<file path="src/rtl/vote_entry_controller.sv">
// Voter session sequencer: collects a two-digit BCD choice, commits or cancels it,
// keeps candidate/null/blank tallies and locks the booth for a fixed time after each vote.
module vote_entry_controller #(
    parameter int          CNT_W       = 8,
    parameter logic [7:0]  CAND0       = 8'h13,
    parameter logic [7:0]  CAND1       = 8'h45,
    parameter logic [7:0]  CAND2       = 8'h22,
    parameter logic [7:0]  CAND3       = 8'h77,
    parameter int          LOCK_CYCLES = 16
) (
    input  logic             clk,
    input  logic             rst_n,
    input  logic             digit_vld,
    input  logic [3:0]       digit,
    input  logic             confirm,
    input  logic             cancel,
    output logic [3:0]       bcd1,
    output logic [3:0]       bcd2,
    output logic             busy,
    output logic             vote_done,
    input  logic [2:0]       rd_sel,
    output logic [CNT_W-1:0] rd_cnt
);

    localparam int LCK_W = (LOCK_CYCLES > 1) ? $clog2(LOCK_CYCLES) : 1;
    localparam logic [2:0] IDX_NULL  = 3'd4;
    localparam logic [2:0] IDX_BLANK = 3'd5;

    typedef enum logic [1:0] {IDLE, TENS, REVIEW, LOCK} state_t;

    state_t           state, state_nxt;
    logic [LCK_W-1:0] lock_cnt;
    logic [CNT_W-1:0] tally [0:5];

    logic       digit_ok;
    logic       lock_done;
    logic       ld_tens, ld_units, clr_digits;
    logic       tally_inc;
    logic [2:0] tally_idx;
    logic [2:0] match_idx;

    assign digit_ok  = digit_vld && (digit <= 4'd9);
    assign lock_done = (lock_cnt == LCK_W'(LOCK_CYCLES - 1));
    assign busy      = (state == LOCK);

    // Lowest candidate index wins if codes are duplicated; no match counts as null.
    always_comb begin
        match_idx = IDX_NULL;
        if ({bcd1, bcd2} == CAND0)      match_idx = 3'd0;
        else if ({bcd1, bcd2} == CAND1) match_idx = 3'd1;
        else if ({bcd1, bcd2} == CAND2) match_idx = 3'd2;
        else if ({bcd1, bcd2} == CAND3) match_idx = 3'd3;
    end

    always_ff @(posedge clk or negedge rst_n) begin
        if (!rst_n) state <= IDLE;
        else        state <= state_nxt;
    end

    // Key priority is cancel over confirm over digit in every state.
    always_comb begin
        state_nxt  = state;
        ld_tens    = 1'b0;
        ld_units   = 1'b0;
        clr_digits = 1'b0;
        tally_inc  = 1'b0;
        tally_idx  = IDX_BLANK;
        case (state)
            IDLE: begin
                if (!cancel && confirm) begin
                    tally_inc = 1'b1;
                    tally_idx = IDX_BLANK;
                    state_nxt = LOCK;
                end else if (!cancel && digit_ok) begin
                    ld_tens   = 1'b1;
                    state_nxt = TENS;
                end
            end
            TENS: begin
                if (cancel) begin
                    clr_digits = 1'b1;
                    state_nxt  = IDLE;
                end else if (!confirm && digit_ok) begin
                    ld_units  = 1'b1;
                    state_nxt = REVIEW;
                end
            end
            REVIEW: begin
                if (cancel) begin
                    clr_digits = 1'b1;
                    state_nxt  = IDLE;
                end else if (confirm) begin
                    tally_inc = 1'b1;
                    tally_idx = match_idx;
                    state_nxt = LOCK;
                end
            end
            LOCK: begin
                if (lock_done) begin
                    clr_digits = 1'b1;
                    state_nxt  = IDLE;
                end
            end
            default: state_nxt = IDLE;
        endcase
    end

    always_ff @(posedge clk or negedge rst_n) begin
        if (!rst_n) begin
            bcd1      <= 4'hF;
            bcd2      <= 4'hF;
            lock_cnt  <= '0;
            vote_done <= 1'b0;
        end else begin
            vote_done <= tally_inc;
            if (clr_digits) begin
                bcd1 <= 4'hF;
                bcd2 <= 4'hF;
            end else if (ld_tens) begin
                bcd1 <= digit;
            end else if (ld_units) begin
                bcd2 <= digit;
            end
            if (state == LOCK && !lock_done) lock_cnt <= lock_cnt + LCK_W'(1);
            else                             lock_cnt <= '0;
        end
    end

    // Tallies stick at all-ones instead of wrapping.
    always_ff @(posedge clk or negedge rst_n) begin
        if (!rst_n) begin
            for (int i = 0; i < 6; i++) tally[i] <= '0;
        end else if (tally_inc && (tally[tally_idx] != {CNT_W{1'b1}})) begin
            tally[tally_idx] <= tally[tally_idx] + CNT_W'(1);
        end
    end

    always_comb begin
        rd_cnt = '0;
        if (rd_sel <= 3'd5) rd_cnt = tally[rd_sel];
    end

endmodule
</file>
<file path="config.mk">
export PLATFORM = sky130hd
export DESIGN_NAME = vote_entry_controller
export DESIGN_NICKNAME = d
export VERILOG_FILES = /design/src/rtl/vote_entry_controller.sv
export SDC_FILE = /design/constraint.sdc
export NUM_CORES = 1
export LEC_CHECK = 0
export BUFFER_PORTS_ARGS = -buffer_cell sky130_fd_sc_hd__buf_2
export CAP_MARGIN = 5
export CORE_UTILIZATION = 67
export CTS_BUF_LIST = sky130_fd_sc_hd__clkbuf_2
export CTS_CLUSTER_SIZE = 8
export DETAILED_ROUTE_END_ITERATION = 16
export PLACE_DENSITY_LB_ADDON = 0.12
export SYNTH_ARGS = -nofsm -noshare
export SYNTH_HDL_FRONTEND = slang
export SYNTH_SLANG_ARGS = --single-unit
</file>
<file path="constraint.sdc">
create_clock -name clk -period 6.8 [get_ports clk]
set_input_delay 0.68 -clock clk [delete_from_list [all_inputs] [get_ports clk]]
set_output_delay 0.68 -clock clk [all_outputs]
set_load 0.005 [all_outputs]
</file>
==> impl_metrics.env, run 1 <==
export IMPL_cts_buffers=9
export IMPL_hpwl_um=5850
export IMPL_antennaDiodeCount=0
export IMPL_core_area_sq_mm=0.00514
export IMPL_p_leak_nw=1.83
export IMPL_synth_most_common_cell="dfrtp_1"
export IMPL_cts_tree="built"
export IMPL_postCtsSetupBuffers=0
export IMPL_relSlewSlack_pct=47.7
export IMPL_dp_cells=414
export IMPL_clock_sinks=63
export IMPL_cts_resized=0
export IMPL_status="complete, no violations"
export IMPL_setup_viol=0
export IMPL_drv_slew=0
export IMPL_htreeDepth=3
export IMPL_r2r_slack_ns=2.40
export IMPL_chipHeight_um=75.4
export IMPL_crit_start="state[0]"
export IMPL_avgSynthCellArea_sq_um=11.1
export IMPL_timing_setup_tns_ns=0
export IMPL_vias_per_cell=6.48
export IMPL_initial_core_util_pct=70.2
export IMPL_hold_buffers=0
export IMPL_worst_r2r_cell_count=13
export IMPL_crit_chain="inv_1, ha_1, and3b_1, nand2_2, mux2_2, a221oi_1, inv_1, ha_1, inv_1, nor3_4, and3_1, nor2_2, mux2_2"
export IMPL_num_fill_cells=387
export IMPL_io_pins=30
export IMPL_clockBufferDepth=2
export IMPL_dr_pass1_iters=4
export IMPL_hp_class="input port to async pin"
export IMPL_gr_total_overflow=0
export IMPL_cellPowerDensity_mw_per_mm2=303
export IMPL_fmax_ghz=0.227
export IMPL_rows=26
export IMPL_synth_common_cells="55 x dfrtp_1, 43 x mux2_2, 25 x nor2_1, 19 x nand2_1, 18 x inv_1"
export IMPL_yosysUniqueCellTypes=55
export IMPL_start_kind="register"
export IMPL_ys_seq_area_share_pct=44.0
export IMPL_antenna_found_initial=0
export IMPL_layout_drive_gt1_share_pct=32.5
export IMPL_crit_buf_inv=3
export IMPL_die_area_sq_mm=0.00568
export IMPL_synth_area_sq_mm=0.00361
export IMPL_die_w_um=75.4
export IMPL_totalWireLength_um=8380
export IMPL_track_usage_pct=32.5
export IMPL_yosys_area_top_type="dfrtp_1"
export IMPL_ir_drop_v=0.000212
export IMPL_cpMaxStageDelayCell="a221oi_1"
export IMPL_slowest_delay_ns=0.62
export IMPL_worstMarginPinSlew_ns=0.784
export IMPL_postSynthCellCount=324
export IMPL_cts_root_buf="clkbuf_2"
export IMPL_drcViolationCount=0
export IMPL_final_min_clock_period_ns=4.40
export IMPL_reg2reg_from="state[0]"
export IMPL_drtAntennaViolNets=0
export IMPL_path_clk_slew_ns=0.17
export IMPL_place_congestion=0.993
export IMPL_path_max_fanout=11
export IMPL_ys_warn_count=0
export IMPL_final_nets=373
export IMPL_port_buffers=29
export IMPL_wl_per_cell_um=19.5
export IMPL_timing_final_crit_share_pct=64.8
export IMPL_clk_latency_ns=0.50
export IMPL_grt_pass1_wl_um=13200
export IMPL_syn_num_nets=342
export IMPL_worstSetupPathType="register to register"
export IMPL_first_iter_violations=223
export IMPL_synth_edf_count=0
export IMPL_synthFlopType="dfrtp_1"
export IMPL_crit_required_ns=7.20
export IMPL_cp_arrival_ns=4.81
export IMPL_grt_setup_unrepaired="no"
export IMPL_worstReg2RegEnd="tally[34]"
export IMPL_stdcell_count=430
export IMPL_cap_violations=0
export IMPL_hold_viol_final=0
export IMPL_skew_ns=0.0127
export IMPL_vias=2786
export IMPL_synthArstFlopShare_pct=100
export IMPL_netlist_top_cells_area="dfrtp_1 38%, mux2_2 13%, dfstp_2 5.8%, mux4_2 5.0%, mux2i_1 3.9%"
export IMPL_path_delay_family="simple AND/OR/NAND/NOR gates"
export IMPL_synth_seq_cells=63
export IMPL_synthToLayoutAreaGrowth_pct=8.46
export IMPL_grt_max_degree=64
export IMPL_netlist_area_leader_share_pct=38.2
export IMPL_endpoint_kind="register"
export IMPL_cp_common_cell="inv_1"
export IMPL_grt_pass1_vias=2576
cell families (layout without fill, tap and decap cells):
group                    Yosys count  in the layout  synth area share, %
AO/OA/AOI/OAI                     51             51                 10.3
XOR/XNOR                           8              8                 1.94
adder cells (fa/ha/maj)            6              6                 2.08
buffers and inverters             28             64                 3.09
flip-flops                        63             63                 44.0
multiplexers                      70             70                 23.9
AND/OR/NAND/NOR                   98             98                 14.7
cells in the final DEF, fill, tap and decap left out, types with 9 or more instances in the layout:
cell type	n
mux2i_1	14
o22ai_1	14
clkbuf_2	9
dfrtp_1	55
nand2_1	19
nor2_1	25
buf_2	29
inv_1	18
mux2_2	43
nand3_1	17
how the worst max path moves through the flow:
| stage | slack [ns] | depth (start not counted) | to |
|---|---|---|---|
| after detailed placement | 2.44 | 12 | tally[38] |
| final | 2.40 | 13 | tally[34] |
| after CTS | 2.50 | 13 | tally[36] |
| after global routing | 2.09 | 13 | tally[39] |
| after floorplan | 3.12 | 15 | tally[34] |
| after global placement | 2.53 | 12 | tally[38] |
per-stage QoR:
step	setup slack (ns)	hold WS (ns)	area [sq um]	total power (W)	utilization (%)
finish	2.40	0.302	3910	0.00118	76.1
global route	2.09	0.387	3910	0.00126	76.1
CTS	2.50	0.332	3910	0.00118	76.1
detailed placement	2.44	0.472	3800	0.000964	74.0
global placement	2.53	0.456	3800	0.000950	74.0
floorplan	3.12	0.384	3610	0.000832	-
state kept, by name, indices dropped and copies added (netlist names):
signal and flops:
bcd1 4, lock_cnt 4, bcd2 4, state 2
tally 48, vote_done 1
layout make-up:
| class | count | area (sq um) | area share [%] |
|---|---|---|---|
| multi-input combinational | 233 | 1910 | 48.8 |
| clock buffer | 9 | 45.0 | 1.15 |
| timing repair buffer | 30 | 153 | 3.90 |
| sequential | 63 | 1590 | 40.6 |
| inverter | 18 | 67.6 | 1.73 |
| clock inverter | 7 | 63.8 | 1.63 |
| tap | 70 | 87.6 | 2.24 |
layer usage:
metal	share of wire, %	routed length, um	GRT usage [%]	vias to the layer above
li1	-	-	-	1268
met1	44	3710	47.3	1355
met2	46	3880	46.7	140
met3	7.1	596	8.73	23
met4	2.4	203	12.6	0
met5	0	0	0	-
power breakdown:
part           internal, W  switching [W]  leakage, nW  total [W]
clock network    0.0000807       0.000137       0.0567   0.000217
logic             0.000176       0.000245        0.947   0.000422
registers         0.000461      0.0000845        0.827   0.000545
total             0.000718       0.000467         1.83    0.00118
No activity file was read; power rests on OpenSTA's default activity.
==> run 2: changes to the inputs <==
--- a/config.mk
+++ b/config.mk
@@ -5,9 +5,10 @@
 export SDC_FILE = /design/constraint.sdc
 export NUM_CORES = 1
 export LEC_CHECK = 0
+export ABC_AREA = 1
 export BUFFER_PORTS_ARGS = -buffer_cell sky130_fd_sc_hd__buf_2
 export CAP_MARGIN = 5
-export CORE_UTILIZATION = 67
+export CORE_UTILIZATION = 63
 export CTS_BUF_LIST = sky130_fd_sc_hd__clkbuf_2
 export CTS_CLUSTER_SIZE = 8
 export DETAILED_ROUTE_END_ITERATION = 16
==> constraint.sdc (replaced) <==
create_clock -name clk -period 4.5 [get_ports clk]
set_input_delay 0.45 -clock clk [delete_from_list [all_inputs] [get_ports clk]]
set_output_delay 0.45 -clock clk [all_outputs]
set_load 0.005 [all_outputs]
==> run 2 against run 1 <==
  * Non-clock buffer count unchanged
  * Sequential cell count is the same
  * Register-to-register slack got worse by 1.4 ns
  * Global-route usage increased by 3.8 points
  * Clock skew increased by 0.021 ns
  * Critical path type unchanged
  * Largest power group unchanged
==> impl_metrics.env, run 2 <==
export IMPL_antenna_found_initial=0
export IMPL_timing_final_crit_share_pct=77.9
export IMPL_timing_setup_tns_ns=0
export IMPL_cp_arrival_ns=3.92
export IMPL_drtAntennaViolNets=0
export IMPL_start_kind="register"
export IMPL_yosysUniqueCellTypes=36
export IMPL_path_max_fanout=24
export IMPL_layout_drive_gt1_share_pct=14.4
export IMPL_stdcell_count=674
export IMPL_dr_pass1_iters=6
export IMPL_synthFlopType="dfrtp_1"
export IMPL_synth_most_common_cell="nand2_1"
export IMPL_gr_total_overflow=0
export IMPL_ir_drop_v=0.000356
export IMPL_dp_cells=659
export IMPL_cts_resized=0
export IMPL_clockBufferDepth=2
export IMPL_chipHeight_um=81.8
export IMPL_ys_warn_count=0
export IMPL_num_fill_cells=513
export IMPL_io_pins=30
export IMPL_seq_area_sq_mm=0.00159
export IMPL_crit_start="state[0]"
export IMPL_grt_max_degree=64
export IMPL_largest_reg_flops=48
export IMPL_drcViolationCount=0
export IMPL_crit_chain="inv_1, ha_1, inv_1, nor2_8, nand3_4, nand2_1, o21ai_0, nand3_1, inv_1, nor2_1, ha_1, nand3_1, nor2_4, nand3_4, nand2_1, inv_1, nand2_1, nand2_1"
export IMPL_cts_root_buf="clkbuf_2"
export IMPL_clk_latency_ns=0.53
export IMPL_grt_pass1_vias=3524
export IMPL_most_common_layout_cells="195 x nand2_1, 73 x inv_1, 58 x o21ai_0"
export IMPL_endpoint_kind="register"
export IMPL_track_usage_pct=36.2
export IMPL_multi_input_area_sq_mm=0.00202
export IMPL_grt_pass1_wl_um=17700
export IMPL_initial_core_util_pct=66.6
export IMPL_avgSynthCellArea_sq_um=7.05
export IMPL_relSlewSlack_pct=45.7
export IMPL_totalWireLength_um=10900
export IMPL_port_buffers=29
export IMPL_htreeDepth=3
export IMPL_path_clk_slew_ns=0.19
export IMPL_cts_tree="built"
export IMPL_synth_common_cells="195 x nand2_1, 73 x inv_1, 58 x o21ai_0, 55 x dfrtp_1, 34 x nor2_1"
export IMPL_final_util_pct=70.5
export IMPL_worstSetupPathType="register to register"
export IMPL_crit_required_ns=4.92
export IMPL_cts_buffers=9
export IMPL_netlist_top_cells_area="dfrtp_1 34%, nand2_1 18%, o21ai_0 7.2%, inv_1 6.8%, dfstp_2 5.2%"
export IMPL_synth_seq_cells=63
export IMPL_largest_register="tally"
export IMPL_worstMarginPinSlew_ns=0.815
export IMPL_wl_per_cell_um=16.2
export IMPL_drv_slew=0
export IMPL_die_area_sq_mm=0.00669
export IMPL_skew_ns=0.0336
export IMPL_die_w_um=81.8
export IMPL_cpMaxStageDelayCell="dfrtp_1"
export IMPL_hpwl_um=7870
export IMPL_final_common_cell="nand2_1"
export IMPL_clock_sinks=63
export IMPL_synthArstFlopShare_pct=100
export IMPL_final_nets=613
export IMPL_hp_class="input port to async pin"
export IMPL_place_congestion=0.999
export IMPL_final_min_clock_period_ns=3.50
export IMPL_slowest_delay_ns=0.45
export IMPL_setup_viol=0
export IMPL_core_area_sq_mm=0.00603
export IMPL_fmax_ghz=0.285
export IMPL_reg2reg_from="state[0]"
export IMPL_syn_num_nets=587
export IMPL_status="complete, no violations"
export IMPL_rows=28
export IMPL_p_leak_nw=2.16
export IMPL_vias_per_cell=5.76
export IMPL_hold_viol_final=0
export IMPL_synth_area_sq_mm=0.00401
export IMPL_postSynthCellCount=569
export IMPL_postCtsSetupBuffers=0
export IMPL_cap_violations=0
export IMPL_cellPowerDensity_mw_per_mm2=450
export IMPL_hold_buffers=0
export IMPL_synthToLayoutAreaGrowth_pct=5.77
export IMPL_vias=3882
export IMPL_synth_edf_count=0
export IMPL_netlist_area_leader_share_pct=34.3
export IMPL_first_iter_violations=375
export IMPL_antennaDiodeCount=0
export IMPL_yosys_area_top_type="dfrtp_1"
export IMPL_ys_seq_area_share_pct=39.5
export IMPL_r2r_slack_ns=1.0
export IMPL_grt_setup_unrepaired="no"
[run 2: changes by cell type after synthesis, sizes merged, moves of 14 or more]
cell,previous run,this run
a21oi,8,22
inv,18,74
mux2,48,1
mux2i,14,0
nand2,20,201
nand3,18,39
nor2,28,44
o21ai,7,74
o22ai,14,0
[run 2: through the flow]
step | power, W | worst slack [ns] | hold WS (ns) | area [sq um]
after floorplan | 0.00130 | 1.88 | 0.154 | 4010
after global placement | 0.00153 | 1.17 | 0.449 | 4150
after detailed placement | 0.00155 | 1.04 | 0.458 | 4150
after CTS | 0.00188 | 1.03 | 0.0923 | 4250
after global routing | 0.00203 | 0.641 | 0.161 | 4250
final | 0.00191 | 0.996 | 0.0702 | 4250
[run 2: layer usage]
layer,global-route usage (%),wire [um]
met5,0,0
met1,51.2,4730
met3,8.67,1200
met4,13.7,250
met2,53.6,4760
[run 2: worst max-delay path, delay by kind of cell (launching register included)]
kind / cells / cell delay [ns]
AO/OA/AOI/OAI: 1 / 0.18
adder cells (fa/ha/maj): 2 / 0.41
buffers and inverters: 4 / 0.42
flip-flops: 1 / 0.45
AND/OR/NAND/NOR: 11 / 1.94
[run 2: final timing paths]
check | cells past startpoint | end
max | 18 | tally[45]
min | 2 | tally[8]
max reg2reg | 18 | tally[45]
min reg2reg | 1 | lock_cnt[0]
max in group asynchronous | 2 | tally[37]
min in group clk | 5 | bcd2[0]
[run 2: cell type report]
cell class | instances | area share [%]
sequential | 63 | 37.4
multi-input combinational | 414 | 47.7
clock buffer | 10 | 1.18
timing repair buffer | 30 | 3.60
inverter | 77 | 6.81
clock inverter | 5 | 1.18
tap | 75 | 2.21
[run 2: logic make-up (layout without fill, tap and decap cells)]
logic type / after synthesis / count (layout) / synth area share [%]
compound gates: 102 / 102 / 13.3
simple gates: 303 / 303 / 34.5
xor+xnor: 2 / 2 / 0.436
flops: 63 / 63 / 39.5
buf+inv: 92 / 122 / 10.1
fa+ha+maj: 6 / 6 / 1.87
mux: 1 / 1 / 0.281
[run 2: power by group]
group	internal, W	total, W	switching [W]
sequential	0.000704	0.000796	0.0000920
clock	0.000123	0.000344	0.000221
combinational	0.000241	0.000769	0.000528
total	0.00107	0.00191	0.000841
==> run 3: changes to the inputs <==
==> constraint.sdc (replaced) <==
create_clock -name clk -period 3.7 [get_ports clk]
set_input_delay 0.37 -clock clk [delete_from_list [all_inputs] [get_ports clk]]
set_output_delay 0.37 -clock clk [all_outputs]
set_load 0.005 [all_outputs]
==> run 3 against run 2 <==
  * Setup slack got worse by 0.59 ns
  * Sequential share of layout area fell by 0.62 points
  * Die area did not move
  * Non-clock buffer count rose by 6
  * Register-to-register slack got worse by 0.59 ns
  * Design area rose by 1.7%
  * Clock skew fell by 0.012 ns
  * Power rose by 23%
  * Worst hold slack improved by 0.086 ns
  * Sequential power rose by 22%
  * First-iteration DRC count fell by 2.7%
  * Global-route usage rose by 0.67 points
==> impl_metrics.env, run 3 (synthesized netlist as in run 2, its figures left out) <==
export IMPL_status="complete, no violations"
export IMPL_postPlaceCellArea_sq_mm=0.00418
export IMPL_hpwl_um=8090
export IMPL_cap_violations=0
export IMPL_reg2reg_from="state[0]"
export IMPL_cellPowerDensity_mw_per_mm2=543
export IMPL_hold_viol_final=0
export IMPL_setup_viol=0
export IMPL_core_area_sq_mm=0.00603
export IMPL_antenna_found_initial=0
export IMPL_grt_pass1_vias=3627
export IMPL_initial_core_util_pct=66.6
export IMPL_largest_reg_flops=48
export IMPL_rows=28
export IMPL_final_nets=619
export IMPL_final_area_sq_mm=0.00432
export IMPL_drtAntennaViolNets=0
export IMPL_chipHeight_um=81.8
export IMPL_clk_latency_ns=0.52
export IMPL_final_common_cell="nand2_1"
export IMPL_r2r_slack_ns=0.41
export IMPL_first_iter_violations=365
export IMPL_die_w_um=81.8
export IMPL_place_congestion=0.991
export IMPL_start_kind="register"
export IMPL_cts_tree="built"
export IMPL_path_max_fanout=24
export IMPL_vias=3973
export IMPL_worst_r2r_cell_count=15
export IMPL_relSlewSlack_pct=38.5
export IMPL_largest_register="tally"
export IMPL_port_buffers=29
export IMPL_power_w=0.00234
export IMPL_cts_buffers=9
export IMPL_p_leak_nw=2.19
export IMPL_hold_path_depth=5
export IMPL_endpoint_kind="register"
export IMPL_most_common_layout_cells="193 x nand2_1, 73 x inv_1, 58 x o21ai_0"
export IMPL_skew_ns=0.0216
export IMPL_layout_drive_gt1_share_pct=15.7
export IMPL_grt_max_degree=41
export IMPL_grt_setup_unrepaired="no"
export IMPL_crit_end="tally[4]"
export IMPL_worstSetupPathType="register to register"
export IMPL_cp_arrival_ns=3.72
export IMPL_htreeDepth=3
export IMPL_synthToLayoutAreaGrowth_pct=7.54
export IMPL_num_fill_cells=525
export IMPL_worstMarginPinSlew_ns=0.923
export IMPL_drcViolationCount=0
export IMPL_clockBufferDepth=2
export IMPL_vias_per_cell=5.83
export IMPL_grt_pass1_wl_um=17900
export IMPL_crit_required_ns=4.13
export IMPL_antennaDiodeCount=0
export IMPL_cts_root_buf="clkbuf_2"
export IMPL_dr_pass1_iters=5
export IMPL_fmax_ghz=0.304
export IMPL_io_pins=30
export IMPL_gr_total_overflow=0
export IMPL_drv_slew=0
export IMPL_worstReg2RegEnd="tally[4]"
export IMPL_ir_drop_v=0.000391
export IMPL_timing_final_crit_share_pct=89.0
export IMPL_hp_class="input port to register"
export IMPL_crit_start="state[0]"
export IMPL_final_min_clock_period_ns=3.29
export IMPL_timing_setup_tns_ns=0
export IMPL_wl_per_cell_um=16.2
export IMPL_die_area_sq_mm=0.00669
export IMPL_clock_sinks=63
export IMPL_totalWireLength_um=11000
export IMPL_track_usage_pct=36.9
export IMPL_path_clk_slew_ns=0.20
export IMPL_final_util_pct=71.6
-- run 3: cell types whose count changed in the layout (fill, tap and decap cells not counted), moves of 2 or more --
cell and change:
buf_4 +5, clkinv_4 +2, clkinvlp_4 +2, nand2_1 -2, nand2_2 +2
-- run 3: layout make-up --
cell class	instances	area, sq um	area share [%]
repair buffers	36	200	4.64
inverters	77	289	6.70
flip-flops and latches	63	1590	36.8
clock inverters	7	73.8	1.71
clock buffers	9	45.0	1.04
well taps	75	93.8	2.17
multi-input cells	414	2030	47.0
-- run 3: report_power, final --
group	leakage [nW]	switching, W	total, W	internal [W]
Sequential	0.828	0.000115	0.000970	0.000855
Clock	0.0618	0.000278	0.000433	0.000155
Combinational	1.30	0.000637	0.000940	0.000303
Total	2.19	0.00103	0.00234	0.00131
-- run 3: how the worst min path moves through the flow --
stage | slack [ns] | end | start
global route | 0.16 | bcd2[3] | digit[3]
global placement | 0.45 | lock_cnt[0] | lock_cnt[0]
detailed placement | 0.47 | tally[37] | tally[37]
floorplan | 0.07 | lock_cnt[0] | rst_n
finish | 0.16 | bcd2[3] | digit[3]
CTS | 0.16 | bcd2[2] | digit[2]
-- run 3: layer usage --
layer  vias to the layer above  wire length [um]  GRT usage [%]  part of all wire, %
met4                         0               210           8.95                  1.9
met5                         -                 0              0                    0
met3                        28              1210           10.8                   11
met2                       244              4720           55.6                   43
li1                       1882                 -              -                    -
met1                      1819              4890           52.0                   44
-- run 3: per-stage QoR --
stage               hold slack, ns  setup slack (ns)  instances
floorplan                   0.0744              1.08        569
CTS                          0.161             0.348        681
global placement             0.454             0.554        664
detailed placement           0.467             0.414        664
global route                 0.164            0.0307        681
finish                       0.156             0.409        681
-- run 3: critical path, cell delays in order (launching register included) --
cell	delay (ns)
dfrtp_1	0.45
inv_1	0.10
ha_1	0.19
inv_1	0.11
nor2_8	0.29
nand3_4	0.29
nand2_1	0.13
o21ai_0	0.08
nand2_1	0.08
nand4_2	0.24
ha_1	0.33
nand3_1	0.14
nor2_4	0.06
nand3_4	0.12
nand3_2	0.29
o21ai_0	0.30
-- run 3: timing repair --
item                                    4_1_cts  5_1_grt
gates resized for setup                       0        2
endpoints found under the setup margin        0       15
hold buffers                                  1        0
endpoints found under the hold margin        22        0
buffers inserted                              0        0
